`config.mk`:
```
export PLATFORM = sky130hd
export DESIGN_NAME = dfd_debug_signal_delay_line
export DESIGN_NICKNAME = d
export VERILOG_FILES = /design/src/rtl/dfd_debug_signal_delay_line.sv
export SDC_FILE = /design/constraint.sdc
export NUM_CORES = 1
export LEC_CHECK = 0
export CORE_MARGIN = 2
export CORE_UTILIZATION = 60
export DETAILED_ROUTE_END_ITERATION = 16
export GPL_ROUTABILITY_DRIVEN = 0
export PLACE_DENSITY = 0.87
export SETUP_SLACK_MARGIN = 0.15
export SLEW_MARGIN = 20
export SYNTH_ARGS = -nofsm -noshare
export SYNTH_HDL_FRONTEND = slang
export SYNTH_SLANG_ARGS = --single-unit
```
`constraint.sdc`:
```
create_clock -name clock -period 2.6 [get_ports clock]
set_clock_uncertainty 0.05 [all_clocks]
set_input_delay 0.39 -clock clock [delete_from_list [all_inputs] [get_ports clock]]
set_output_delay 0.39 -clock clock [all_outputs]
set_load 0.03 [all_outputs]
```
`src/rtl/dfd_debug_signal_delay_line.sv`:
```
// dfd_debug_signal_delay_line
// Per-lane programmable delay line for the CLA debug bus. Each lane owns a
// MAX_DELAY-deep tap chain, a saturating history counter and a freeze
// control; a global flush clears every lane.
// Optional build macro: DFD_DEBUG_DELAY_OUTPUT_FLOP_EN registers both
// outputs, adding one cycle of latency to every lane.
module dfd_debug_signal_delay_line #(
  parameter int unsigned DEBUG_MUX_OUTPUT_WIDTH = 64,
  parameter int unsigned LANE_WIDTH             = 8,
  parameter int unsigned NUM_OUTPUT_LANES       = DEBUG_MUX_OUTPUT_WIDTH / LANE_WIDTH,
  parameter int unsigned MAX_DELAY              = 8,
  parameter int unsigned DELAY_SEL_WIDTH        = $clog2(MAX_DELAY + 1)
) (
  input  logic                                         clock,
  input  logic                                         reset_n,
  input  logic [DEBUG_MUX_OUTPUT_WIDTH-1:0]            debug_signals_in,
  input  logic [NUM_OUTPUT_LANES*DELAY_SEL_WIDTH-1:0]  delay_sel,
  input  logic [NUM_OUTPUT_LANES-1:0]                  lane_freeze,
  input  logic                                         flush,
  output logic [DEBUG_MUX_OUTPUT_WIDTH-1:0]            debug_signals_out,
  output logic [NUM_OUTPUT_LANES-1:0]                  lane_valid
);

  localparam logic [DELAY_SEL_WIDTH-1:0] MAX_D = DELAY_SEL_WIDTH'(MAX_DELAY);

  logic [LANE_WIDTH-1:0]             lane_in   [NUM_OUTPUT_LANES];
  logic [LANE_WIDTH-1:0]             taps      [NUM_OUTPUT_LANES][1:MAX_DELAY];
  logic [DELAY_SEL_WIDTH-1:0]        hist      [NUM_OUTPUT_LANES];
  logic [DELAY_SEL_WIDTH-1:0]        eff_delay [NUM_OUTPUT_LANES];
  logic [DEBUG_MUX_OUTPUT_WIDTH-1:0] out_comb;
  logic [NUM_OUTPUT_LANES-1:0]       valid_comb;

  // Unpack input lanes and clamp each lane's delay select to MAX_DELAY.
  always_comb begin
    for (int unsigned i = 0; i < NUM_OUTPUT_LANES; i++) begin
      lane_in[i] = debug_signals_in[i*LANE_WIDTH +: LANE_WIDTH];
      eff_delay[i] = delay_sel[i*DELAY_SEL_WIDTH +: DELAY_SEL_WIDTH];
      if (eff_delay[i] > MAX_D) begin
        eff_delay[i] = MAX_D;
      end
    end
  end

  // Tap chains and history counters; flush beats freeze, freeze holds a lane.
  always_ff @(posedge clock or negedge reset_n) begin
    if (!reset_n) begin
      for (int unsigned i = 0; i < NUM_OUTPUT_LANES; i++) begin
        hist[i] <= '0;
        for (int unsigned k = 1; k <= MAX_DELAY; k++) begin
          taps[i][k] <= '0;
        end
      end
    end else if (flush) begin
      for (int unsigned i = 0; i < NUM_OUTPUT_LANES; i++) begin
        hist[i] <= '0;
        for (int unsigned k = 1; k <= MAX_DELAY; k++) begin
          taps[i][k] <= '0;
        end
      end
    end else begin
      for (int unsigned i = 0; i < NUM_OUTPUT_LANES; i++) begin
        if (!lane_freeze[i]) begin
          taps[i][1] <= lane_in[i];
          for (int unsigned k = 2; k <= MAX_DELAY; k++) begin
            taps[i][k] <= taps[i][k-1];
          end
          if (hist[i] != MAX_D) begin
            hist[i] <= hist[i] + DELAY_SEL_WIDTH'(1);
          end
        end
      end
    end
  end

  // Output mux: delay 0 passes the live lane, delay k selects tap k.
  always_comb begin
    out_comb   = '0;
    valid_comb = '0;
    for (int unsigned i = 0; i < NUM_OUTPUT_LANES; i++) begin
      if (eff_delay[i] == '0) begin
        out_comb[i*LANE_WIDTH +: LANE_WIDTH] = lane_in[i];
      end
      for (int unsigned k = 1; k <= MAX_DELAY; k++) begin
        if (eff_delay[i] == DELAY_SEL_WIDTH'(k)) begin
          out_comb[i*LANE_WIDTH +: LANE_WIDTH] = taps[i][k];
        end
      end
      valid_comb[i] = (hist[i] >= eff_delay[i]);
    end
  end

`ifdef DFD_DEBUG_DELAY_OUTPUT_FLOP_EN
  // Registered outputs: one extra cycle on every lane, cleared by reset.
  always_ff @(posedge clock or negedge reset_n) begin
    if (!reset_n) begin
      debug_signals_out <= '0;
      lane_valid        <= '0;
    end else begin
      debug_signals_out <= out_comb;
      lane_valid        <= valid_comb;
    end
  end
`else
  // Combinational outputs straight from the mux.
  always_comb begin
    debug_signals_out = out_comb;
    lane_valid        = valid_comb;
  end
`endif

endmodule
```
==> results.sh <==
export IMPL_cts_sinks=544
export IMPL_ys_ff_latch=544
export IMPL_area_growth_pct=26.8
export IMPL_p_leak_nw=18.1
export IMPL_cp_data_required_time_ps=2160
export IMPL_viasPerCell=6.32
export IMPL_post_route_drc_count=0
export IMPL_setup_violations=1
export IMPL_violations="setup timing"
export IMPL_grt_ovfl_total=0
export IMPL_yosys_warnings=0
export IMPL_portBuffers=178
export IMPL_endpoint_kind="primary output"
export IMPL_power_density_nw_per_um2=584
export IMPL_worst_pin_slew_ps=671
export IMPL_syn_inst=2661
export IMPL_core_sq_um=46800
export IMPL_seq_area_frac_synth_pct=47.8
export IMPL_die_h_microns=222
export IMPL_final_cell_mix="mux2i_1 (563), nor2_1 (557), dfrtp_1 (542)"
export IMPL_hold_class="in -> reg"
export IMPL_die_area_sq_um=49300
export IMPL_cts_buffer_depth=3
export IMPL_drive_above_1_share_pct=23.7
export IMPL_ys_types=65
export IMPL_fin_cells=3670
export IMPL_crit_path_start_kind="flop"
export IMPL_clkTransAtPathRegs_ps=60
export IMPL_fmax_mhz=384
export IMPL_rsz0062_at_grt="true"
export IMPL_wl_per_cell_microns=21.6
export IMPL_drtIter0Drc=2442
export IMPL_placed_area_sq_um=31400
export IMPL_maxSlewViolCount=0
export IMPL_ant_nets=0
export IMPL_io_pins=179
export IMPL_cts_tree="built"
export IMPL_fin_area_sq_um=36100
export IMPL_via_count=23200
export IMPL_clkPwrFrac_pct=43.5
export IMPL_antenna_found_initial=5
export IMPL_grt_usage_pct=30.0
export IMPL_hp_start="lane_freeze[3]"
export IMPL_fin_crit_ps=2610
export IMPL_h_tree_depth=2
export IMPL_crit_reg2reg_launch="hist[4]$_DFFE_PN0P_"
export IMPL_power_mw=21.1
export IMPL_final_nets=3169
export IMPL_insertion_delay_ps=620
export IMPL_netSwitchingPower_mw=5.37
export IMPL_swShare_pct=25.4
export IMPL_dp_hpwl_microns=44000
export IMPL_syn_nets=2816
export IMPL_final_hold_viol_count=0
export IMPL_synth_area_sq_um=28500
export IMPL_cp_arrival_ps=2170
export IMPL_p_seq_share_pct=41.6
export IMPL_initial_utilization_pct=61.0
export IMPL_first_pass_iters=6
export IMPL_maxCapViolCount=0
export IMPL_crit_start="taps[365]$_DFFE_PN0P_"
export IMPL_root_buffer="clkbuf_16"
export IMPL_grt_max_degree=123
export IMPL_max_slew_margin_rel_pct=55.3
export IMPL_dp_cells=3399
export IMPL_rows=79
export IMPL_async_reset_ff_share_pct=100
export IMPL_synth_edf_count=0
export IMPL_p_int_mw=15.7
export IMPL_combPwrFrac_pct=14.8
export IMPL_setup_slack_ps=-5.72
export IMPL_grt_pass1_vias=23200
export IMPL_numCtsBuffers=58
export IMPL_synth_avg_cell_area_sq_um=10.7
export IMPL_final_common_cell="mux2i_1"
export IMPL_wirelength_microns=79300
export IMPL_crit_type="reg -> out"
export IMPL_cp_max_fo=3
export IMPL_die_width_microns=222
export IMPL_fin_crit_sh_pct=100
export IMPL_synth_ff_type="dfrtp_1"
export IMPL_grt_pass1_wl_microns=121000
export IMPL_outcome="finished, violations left"
export IMPL_vdd_drop_max_mv=0.670
[sequential cells by signal, summed over array words and instances (netlist names)]
register / count
taps: 512
hist: 32
[power by group through the flow]
stage               Sequential [mW]  Clock [mW]  Combinational [mW]
floorplan                      8.88           0                1.54
finish                         8.78        9.18                3.13
CTS                            8.77        9.25                2.87
global placement               8.91           0                2.43
detailed placement             8.93           0                2.51
global route                   8.79        9.65                3.33
[synth_stat cells, drive strengths merged, types with 31 or more instances]
master,count,share of area (%)
ha,48,2.1
nor2,560,7.4
a21oi,45,0.79
clkbuf,35,0.47
buf,165,3.1
nor3,32,0.58
nand2b,48,1.1
nand2,55,0.72
o21ai,84,1.5
a21o,33,0.87
mux2i,565,20
mux2,55,2.2
dfrtp,544,48
mux4,31,2.4
inv,49,0.65
nor2b,32,0.70
[metal layers]
metal | GRT usage (%) | wire [microns] | vias to the layer above | share of wire (%)
met5 | 0 | 20 | - | 0.025
met4 | 11.8 | 3240 | 4 | 4.1
met3 | 4.98 | 5500 | 278 | 6.9
met2 | 50.9 | 39700 | 1149 | 50
met1 | 38.6 | 30900 | 11700 | 39
li1 | - | - | 10100 | -
[critical path, stage by stage, from the launching register on]
cell      delay [ps]
dfrtp_1          430
mux4_2           560
nand2b_1         140
and3_4           230
nor3_4            50
buf_6            150
[worst paths after layout]
check | cells after the start | slack (ps) | to
max reg2reg | 15 | 150 | hist[6]$_DFFE_PN0P_
max | 5 | -6 | debug_signals_out[21]
min reg2reg | 2 | 480 | taps[199]$_DFFE_PN0P_
max in group asynchronous | 3 | 1330 | taps[441]$_DFFE_PN0P_
min in group asynchronous | 2 | 250 | taps[17]$_DFFE_PN0P_
min | 3 | 190 | taps[261]$_DFFE_PN0P_
[final cells by class]
| cell class | instances | area [sq um] |
|---|---|---|
| multi-input cells | 1867 | 14600 |
| flip-flops and latches | 544 | 13600 |
| fillers | 2590 | 10600 |
| repair buffers | 493 | 4840 |
| clock buffers | 87 | 1800 |
| well taps | 607 | 759 |
| clock inverters | 19 | 332 |
| inverters | 50 | 188 |
| diodes | 3 | 7.51 |
[metrics by stage]
step | worst slack [ps] | hold WS, ps | utilization, % | setup TNS (ps)
floorplan | 186 | 44.4 | - | 0
global placement | -476 | 281 | 67.1 | -6730
detailed placement | -497 | 284 | 67.1 | -8350
CTS | -10.3 | 161 | 75.4 | -10.3
global route | -54.7 | 201 | 77.3 | -66.1
finish | -5.72 | 191 | 77.3 | -5.72
[repair_timing]
item / 4_1_cts / 5_1_grt
hold buffers: 1 / 0
gates cloned: 8 / 0
pin swaps: 69 / 46
endpoints found under the hold margin: 30 / 0
buffers inserted: 102 / 51
setup endpoints to repair: 72 / 66
gates resized for setup: 255 / 129
[logic make-up (layout without fill, tap and decap cells)]
| kind of cell | count (synthesis) | count (layout) | synth area share (%) |
|---|---|---|---|
| adder cells (fa/ha/maj) | 48 | 48 | 2.11 |
| other | 0 | 3 | 0 |
| flip-flops | 544 | 544 | 47.8 |
| AO/OA/AOI/OAI | 356 | 356 | 8.71 |
| buffers and inverters | 250 | 649 | 4.25 |
| XOR/XNOR | 8 | 8 | 0.246 |
| multiplexers | 651 | 651 | 24.5 |
| AND/OR/NAND/NOR | 804 | 804 | 12.4 |
Note: power is estimated with default switching activity, not from simulation.
